[src/rtl/dense_layer_scheduler.sv]
// Issue sequencer for the non-stallable dense layer: credit-throttled input issue plus a
// tag pipeline that marks when each result leaves the layer.
module dense_layer_scheduler #(
  parameter int unsigned LATENCY = 6,
  parameter int unsigned N_STEPS = 8,
  parameter int unsigned CREDITS = 4,
  localparam int unsigned SW = (N_STEPS > 1) ? $clog2(N_STEPS) : 1,
  localparam int unsigned CW = $clog2(CREDITS + 1)
) (
  input  logic          clk,
  input  logic          reset,
  input  logic          start,
  output logic          busy,
  input  logic          in_valid,
  output logic          in_ready,
  output logic          dp_issue,
  output logic [SW-1:0] step_idx,
  output logic          res_valid,
  output logic [SW-1:0] res_step,
  output logic          res_last,
  input  logic          buf_pop,
  output logic [CW-1:0] credits,
  output logic          done,
  output logic          err
);

  localparam logic [SW-1:0] LastStep    = SW'(N_STEPS - 1);
  localparam logic [CW-1:0] FullCredits = CW'(CREDITS);

  typedef enum logic [1:0] {StIdle, StRun, StDrain} state_e;

  state_e          state_q, state_d;
  logic [SW-1:0]   step_q, step_d;
  logic [CW-1:0]   credits_q, credits_d;
  logic            err_q, err_d;
  logic            done_q, done_d;
  logic            last_issue;

  logic [LATENCY-1:0] tag_valid_q;
  logic [LATENCY-1:0] tag_last_q;
  logic [SW-1:0]      tag_step_q [LATENCY];

  // in_ready depends only on registered state, never on in_valid or buf_pop.
  assign in_ready   = (state_q == StRun) && (credits_q != '0);
  assign dp_issue   = in_valid && in_ready;
  assign last_issue = dp_issue && (step_q == LastStep);
  assign busy       = (state_q != StIdle);
  assign step_idx   = step_q;
  assign credits    = credits_q;
  assign err        = err_q;
  assign done       = done_q;

  assign res_valid = tag_valid_q[LATENCY-1];
  assign res_step  = tag_step_q[LATENCY-1];
  assign res_last  = tag_last_q[LATENCY-1];

  always_comb begin
    state_d = state_q;
    done_d  = 1'b0;
    unique case (state_q)
      StIdle: begin
        if (start) state_d = StRun;
      end
      StRun: begin
        if (last_issue) state_d = StDrain;
      end
      StDrain: begin
        if (res_last) begin
          state_d = StIdle;
          done_d  = 1'b1;
        end
      end
      default: state_d = StIdle;
    endcase
  end

  always_comb begin
    step_d = step_q;
    if ((state_q == StIdle) && start) begin
      step_d = '0;
    end else if (dp_issue) begin
      step_d = (step_q == LastStep) ? '0 : step_q + SW'(1);
    end
  end

  // A pop with the buffer already fully credited is a protocol error: flag it, keep the count.
  always_comb begin
    credits_d = credits_q;
    err_d     = err_q;
    if (dp_issue && !buf_pop) begin
      credits_d = credits_q - CW'(1);
    end else if (!dp_issue && buf_pop) begin
      if (credits_q == FullCredits) begin
        err_d = 1'b1;
      end else begin
        credits_d = credits_q + CW'(1);
      end
    end
  end

  always_ff @(posedge clk or negedge reset) begin
    if (!reset) begin
      state_q   <= StIdle;
      step_q    <= '0;
      credits_q <= FullCredits;
      err_q     <= 1'b0;
      done_q    <= 1'b0;
    end else begin
      state_q   <= state_d;
      step_q    <= step_d;
      credits_q <= credits_d;
      err_q     <= err_d;
      done_q    <= done_d;
    end
  end

  // Free-running shift; idle slots carry zero step so res_step is quiet between results.
  always_ff @(posedge clk or negedge reset) begin
    if (!reset) begin
      tag_valid_q <= '0;
      tag_last_q  <= '0;
      for (int i = 0; i < LATENCY; i++) begin
        tag_step_q[i] <= '0;
      end
    end else begin
      tag_valid_q[0] <= dp_issue;
      tag_last_q[0]  <= last_issue;
      tag_step_q[0]  <= dp_issue ? step_q : '0;
      for (int i = 1; i < LATENCY; i++) begin
        tag_valid_q[i] <= tag_valid_q[i-1];
        tag_last_q[i]  <= tag_last_q[i-1];
        tag_step_q[i]  <= tag_step_q[i-1];
      end
    end
  end

endmodule
[config.mk]
export PLATFORM = sky130hd
export DESIGN_NAME = dense_layer_scheduler
export DESIGN_NICKNAME = d
export VERILOG_FILES = /design/src/rtl/dense_layer_scheduler.sv
export SDC_FILE = /design/constraint.sdc
export NUM_CORES = 1
export LEC_CHECK = 0
export ABC_AREA = 0
export CORE_MARGIN = 1.5
export CORE_UTILIZATION = 40
export CTS_CLUSTER_DIAMETER = 100
export DETAILED_ROUTE_END_ITERATION = 16
export GPL_ROUTABILITY_DRIVEN = 0
export PLACE_DENSITY = 0.72
export SLEW_MARGIN = 20
export SYNTH_ARGS = -nofsm -noshare
export SYNTH_HDL_FRONTEND = slang
export SYNTH_SLANG_ARGS = --single-unit
[constraint.sdc]
create_clock -name clk -period 2.5 [get_ports clk]
set_input_delay 0.25 -clock clk [delete_from_list [all_inputs] [get_ports clk]]
set_output_delay 0.25 -clock clk [all_outputs]
set_load 0.05 [all_outputs]
==> reports/metrics.yaml, run 1 <==
global_routing:
  first_global_vias: 768
  grt_usage_pct: 12.9
  grt.overflow.total: 0
  grt_max_degree: 41
  grt_first_pass_wirelength_um: 3340
  grt_antenna_before_repair: 0
setup_path:
  max_stage_delay_ns: 0.81
  critPathSlowestCell: "clkdlybuf4s50_1"
  crit_path_end_kind: "output pin"
  required_ns: 2.25
  crit_type: "flip-flop to output pin"
  critPathLaunchType: "flip-flop"
  cp_max_fo: 7
  crit_chain: "inv_1, a21boi_2, clkdlybuf4s50_1"
  cp.arrival_ns: 1.96
timing:
  tightest_slew_ns: 0.808
  drv_slew: 0
  max_freq_mhz: 453
  hold_viol: 12
  min_period_over_period_pct: 88.3
  period_minus_slack_ns: 2.21
  timing.slew.headroom_pct: 46.1
  setup_viol: 0
  clock_skew_ns: 0.0124
  grt_setup_unrepaired: "no"
  tns_ns: 0
  holdWs_ns: -0.00593
floorplanning:
  die_w_um: 61.2
  core_um2: 3130
  num_rows: 20
  ios: 21
  dieArea_um2: 3740
  initial_core_util_pct: 43.3
  die_height_um: 61.2
logic_synthesis:
  synth-edff-count: 0
  yosysUniqueCellTypes: 29
  synthCells: 92
  yosys_warnings: 0
  async_reset_ff_share_pct: 100
  ys_ff_latch: 40
  synth_top_family_by_area: "simple AND/OR/NAND/NOR gates"
  synth_compound_area_share_pct: 6.10
  synthAdderAreaFrac_pct: 4.25
  syn-num-nets: 101
  post_synth_and_or_nand_nor_area_fraction_pct: 11.0
  ys.flop_type: "dfrtp_1"
  ys_seq_area_share_pct: 74.0
  syn_area_um2: 1350
  synth_mux_area_share_pct: 0.739
  synthXorXnorAreaFrac_pct: 0
  syn_area_per_cell_um2: 14.7
final_layout:
  final-instance-count-excl-fill: 161
  mostFrequentLayoutCells: "dfrtp_1 (39), clkdlybuf4s50_1 (18), nand2_1 (7)"
  area_growth_pct: 20.6
  final_util_pct: 52.2
  post_route_cells_drive_above_1_share_pct: 13.7
  n_antenna_cell: 0
  final_common_cell: "dfrtp_1"
  nets: 125
  fin_area_um2: 1630
min_path:
  worst_hold_path_type: "input pin to async pin"
clocking:
  clockRootBuffer: "clkbuf_4"
  clockBufferDepth: 2
  hold_buffers: 0
  cts_tree: "yes"
  cts_buffers: 5
  cts.sinks: 40
  cts_resized: 0
  post_cts_buffers: 0
  clk_pin_slew_ns: 0.12
  cts-htree-levels: 2
  clk_latency_ns: 0.33
detailed_routing:
  routed_wl_um: 1900
  via_per_inst: 4.64
  drt_iter0_markers: 25
  firstDrtPassIters: 4
  post_drt_wl_per_cell_um: 11.8
  ant_nets: 0
  drcViolationCount: 0
  vias: 747
status:
  violations: "hold timing"
  status: "finished with violations"
power:
  power.density_nw_per_um2: 1350
  peakVddDrop_uv: 714
  power.leakage_nw: 0.775
job:
  maxCapViolCount: 0
placed_design:
  portBuffers: 20
  placed_cells: 153
  placed_cell_area_um2: 1580
  dpl.hpwl_um: 1340
## per-layer routing
layer	GRT usage, %	share of wire [%]	vias to the layer above
met2	18.4	46	20
met4	7.76	0.53	0
li1	-	-	350
met3	5.25	5.5	2
met1	16.5	48	375
met5	0	0	-
## cell families (layout without fill, tap and decap cells)
kind of cell	after synthesis	after routing
multiplexers	1	1
AND/OR/NAND/NOR	26	26
buffers and inverters	9	34
AO/OA/AOI/OAI	12	12
adder cells (fa/ha/maj)	4	4
flip-flops	40	40
## final timing paths
path                                startpoint        endpoint  slack, ns  depth (start not counted)
worst max-delay path                credits[2]        in_ready       0.29                          3
worst min-delay path                     reset     res_step[1]     -0.006                          1
worst max register to register      state_q[1]      credits[2]       0.59                          7
worst min register to register  tag_step_q[16]  tag_step_q[13]       0.34                          0
max in group asynchronous                reset     step_idx[1]       1.99                          1
min in group clk                tag_step_q[16]  tag_step_q[13]       0.34                          0
## stage by stage
stage | setup WS [ns] | hold WS, ns | power, mW
final | 0.292 | -0.00593 | 2.21
after floorplan | 0.101 | -0.0456 | 1.65
after global placement | 0.585 | 0.333 | 1.90
after CTS | 0.250 | 0.00629 | 2.24
after global routing | 0.179 | 0.0298 | 2.36
after detailed placement | 0.471 | 0.335 | 1.94
## cell usage after synthesis, types with 2 or more instances
master	count	area (um2)
and2_4	2	17.5
ha_1	3	37.5
inv_1	5	18.8
and2_1	3	18.8
a21oi_1	2	10.0
o21ai_0	4	20.0
nor2_1	5	18.8
buf_4	3	22.5
dfrtp_1	39	976
nand2_1	7	26.3
## report_power, final
group	internal, mW	switching [mW]
Sequential	0.861	0.111
Clock	0.109	0.190
Combinational	0.330	0.608
## layout make-up
class	count	area, um2
Inverter	5	18.8
Clock buffer	6	41.3
Clock inverter	2	12.5
Multi-Input combinational cell	43	303
Fill cell	291	1500
Timing Repair Buffer	21	200
Sequential cell	40	1000
Tap cell	44	55.1
## registers in the layout (all words and copies together), names as in the netlist
name / count
tag_step_q: 15
tag_last_q: 6
tag_valid_q: 6
credits: 3
res_step: 3
step_idx: 3
state_q: 2
done: 1
err: 1
## critical path: cells and delay by family (launching register included)
kind | cells | cell delay, ns
buffers and inverters | 2 | 0.89
DFF | 1 | 0.60
AOI/OAI and AO/OA | 1 | 0.14
(Power assumes the default switching activity.)
==> run 2, diff against run 1 <==
==> constraint.sdc (replaced) <==
create_clock -name clk -period 2.65 [get_ports clk]
set_input_delay 0.265 -clock clk [delete_from_list [all_inputs] [get_ports clk]]
set_output_delay 0.265 -clock clk [all_outputs]
set_load 0.05 [all_outputs]
==> run 2 against run 1 <==
The flow still finishes with violations (hold timing). Sequential share of layout area down 1.3 points. Worst setup slack better by 0.10 ns. Utilization rose by 1.2 points. Global-route usage decreased by 0.14 points. Non-clock buffer count did not move. Critical path depth unchanged. Clock skew shrank 0.00061 ns. Count of clock-buffer cells in the layout unchanged. Critical path type unchanged.
==> reports/metrics.yaml, run 2 (synthesis gave the netlist of run 1 again) <==
setup_path:
  required_ns: 2.38  # +0.13 ns
  max_stage_delay_ns: 0.81  # about the same
  cp.arrival_ns: 1.99  # +0.03 ns
  path_delay_family: "buffers and inverters"
  critPathSlowestCell: "clkdlybuf4s50_1"
  path_buf_inv: 2  # unchanged
  cp-startpoint: "credits[2]"
  crit_chain: "inv_1, a21boi_2, clkdlybuf4s50_1"
  crit_path_end_kind: "output pin"
  reg2reg_from: "credits[0]"
  crit_type: "flip-flop to output pin"
  critPathLaunchType: "flip-flop"
  cp_max_fo: 7  # unchanged
detailed_routing:
  drcViolationCount: 0  # unchanged
  ant_nets: 0  # unchanged
  firstDrtPassIters: 4  # unchanged
  via_per_inst: 4.77  # +2.8%
  post_drt_wl_per_cell_um: 12.1  # +2.7%
  vias: 768  # +2.8%
  drt_iter0_markers: 28  # +12%
  routed_wl_um: 1950  # +2.7%
floorplanning:
  num_rows: 20  # unchanged
  core_um2: 3130  # unchanged
  dieArea_um2: 3740  # unchanged
  die_w_um: 61.2  # unchanged
  initial_core_util_pct: 43.3  # unchanged
  ios: 21  # unchanged
  die_height_um: 61.2  # unchanged
timing:
  min_period_over_period_pct: 85.0
  drv_slew: 0  # unchanged
  holdWs_ns: -0.00476  # +0.00117 ns
  max_freq_mhz: 444
  setup_viol: 0  # unchanged
  clock_skew_ns: 0.0118  # -0.000612 ns
  timing.slew.headroom_pct: 45.9  # -0.22 points
  hold_viol: 14  # +2
  grt_setup_unrepaired: "no"
  period_minus_slack_ns: 2.25
  tightest_slew_ns: 0.811  # +0.00333 ns
  tns_ns: 0  # unchanged
clocking:
  cts_tree: "yes"
  clk_latency_ns: 0.35  # +0.02 ns
  clockBufferDepth: 2  # unchanged
  clockRootBuffer: "clkbuf_4"
  cts.sinks: 40  # unchanged
  cts_resized: 0  # unchanged
  post_cts_buffers: 0  # unchanged
  cts_buffers: 5  # unchanged
  cts-htree-levels: 2  # unchanged
  hold_buffers: 0  # unchanged
  clk_pin_slew_ns: 0.12  # about the same
final_layout:
  multi_input_area_um2: 303  # unchanged
  post_route_cells_drive_above_1_share_pct: 14.5  # +0.85 points
  mostFrequentLayoutCells: "dfrtp_1 (39), clkdlybuf4s50_1 (18), nand2_1 (7)"
  final_util_pct: 53.4  # +1.2 points
  fillers: 283  # -2.7%
  regMostFlops: "tag_step_q"
  nets: 125  # unchanged
  reg.largest.list: "tag_step_q (15), tag_last_q (6), tag_valid_q (6)"
  area_growth_pct: 23.3
  register_area_um2: 1000  # unchanged
  n_antenna_cell: 0  # unchanged
  final_common_cell: "dfrtp_1"
  largest_register_ffs: 15  # unchanged
global_routing:
  grt.overflow.total: 0  # unchanged
  grt_antenna_before_repair: 0  # unchanged
  first_global_vias: 758  # -1.3%
  grt_max_degree: 41  # unchanged
  grt_usage_pct: 12.8  # -0.14 points
  grt_first_pass_wirelength_um: 3280  # -1.6%
power:
  peakVddDrop_uv: 665  # -6.9%
  power.density_nw_per_um2: 1330  # -1.6%
  power.leakage_nw: 0.795  # +2.6%
status:
  status: "finished with violations"
  violations: "hold timing"
min_path:
  worst_hold_path_type: "input pin to async pin"
placed_design:
  portBuffers: 20  # unchanged
  dpl.hpwl_um: 1320  # -1.7%
job:
  maxCapViolCount: 0  # unchanged
==> run 2: stage by stage <==
step | hold slack [ns] | area [um2] | setup slack (ns) | total power [mW] | cells
after global placement | 0.333 | 1580 | 0.720 | 1.79 | 153
after detailed placement | 0.335 | 1580 | 0.628 | 1.83 | 153
after CTS | 0.0161 | 1670 | 0.364 | 2.25 | 161
after floorplan | -0.0306 | 1360 | 0.251 | 1.55 | 92
after global routing | 0.0441 | 1670 | 0.288 | 2.36 | 161
final | -0.00476 | 1670 | 0.397 | 2.22 | 161
==> run 2: worst register-to-register path, delay by kind of cell (launching register included) <==
family / cells / cell delay [ns]
AO/OA/AOI/OAI: 2 / 0.35
adder cells (fa/ha/maj): 1 / 0.41
flip-flops: 1 / 0.44
AND/OR/NAND/NOR: 3 / 0.62
==> run 2: report_power, final <==
group          leakage [nW]  internal, mW  total (mW)  switching (mW)
sequential            0.515         0.813       0.921           0.108
clock                0.0484         0.226       0.415           0.189
combinational         0.231         0.311       0.886           0.575
total                 0.795          1.35        2.22           0.872
==> run 2: final cells by class <==
| cell class | instances | area share (%) |
|---|---|---|
| Sequential cell | 40 | 60.0 |
| Clock buffer | 6 | 3.07 |
| Clock inverter | 2 | 2.32 |
| Tap cell | 44 | 3.30 |
| Timing Repair Buffer | 21 | 12.0 |
| Inverter | 5 | 1.12 |
| Multi-Input combinational cell | 43 | 18.1 |
==> run 2: per-layer routing <==
layer	routed length (um)	vias up	GRT usage (%)
met5	0	-	0
met4	41	0	9.63
met3	113	7	5.04
met2	884	22	17.2
met1	909	390	16.5
li1	-	349	-
==> run 2: final timing paths <==
kind | end | slack [ns] | cells after the start
hold reg to reg | tag_step_q[13] | 0.35 | 0
hold / removal | res_step[1] | -0.005 | 1
setup / recovery | in_ready | 0.40 | 3
setup reg to reg | credits[1] | 0.74 | 6
max in group asynchronous | step_idx[0] | 2.14 | 1
min in group clk | tag_step_q[13] | 0.35 | 0
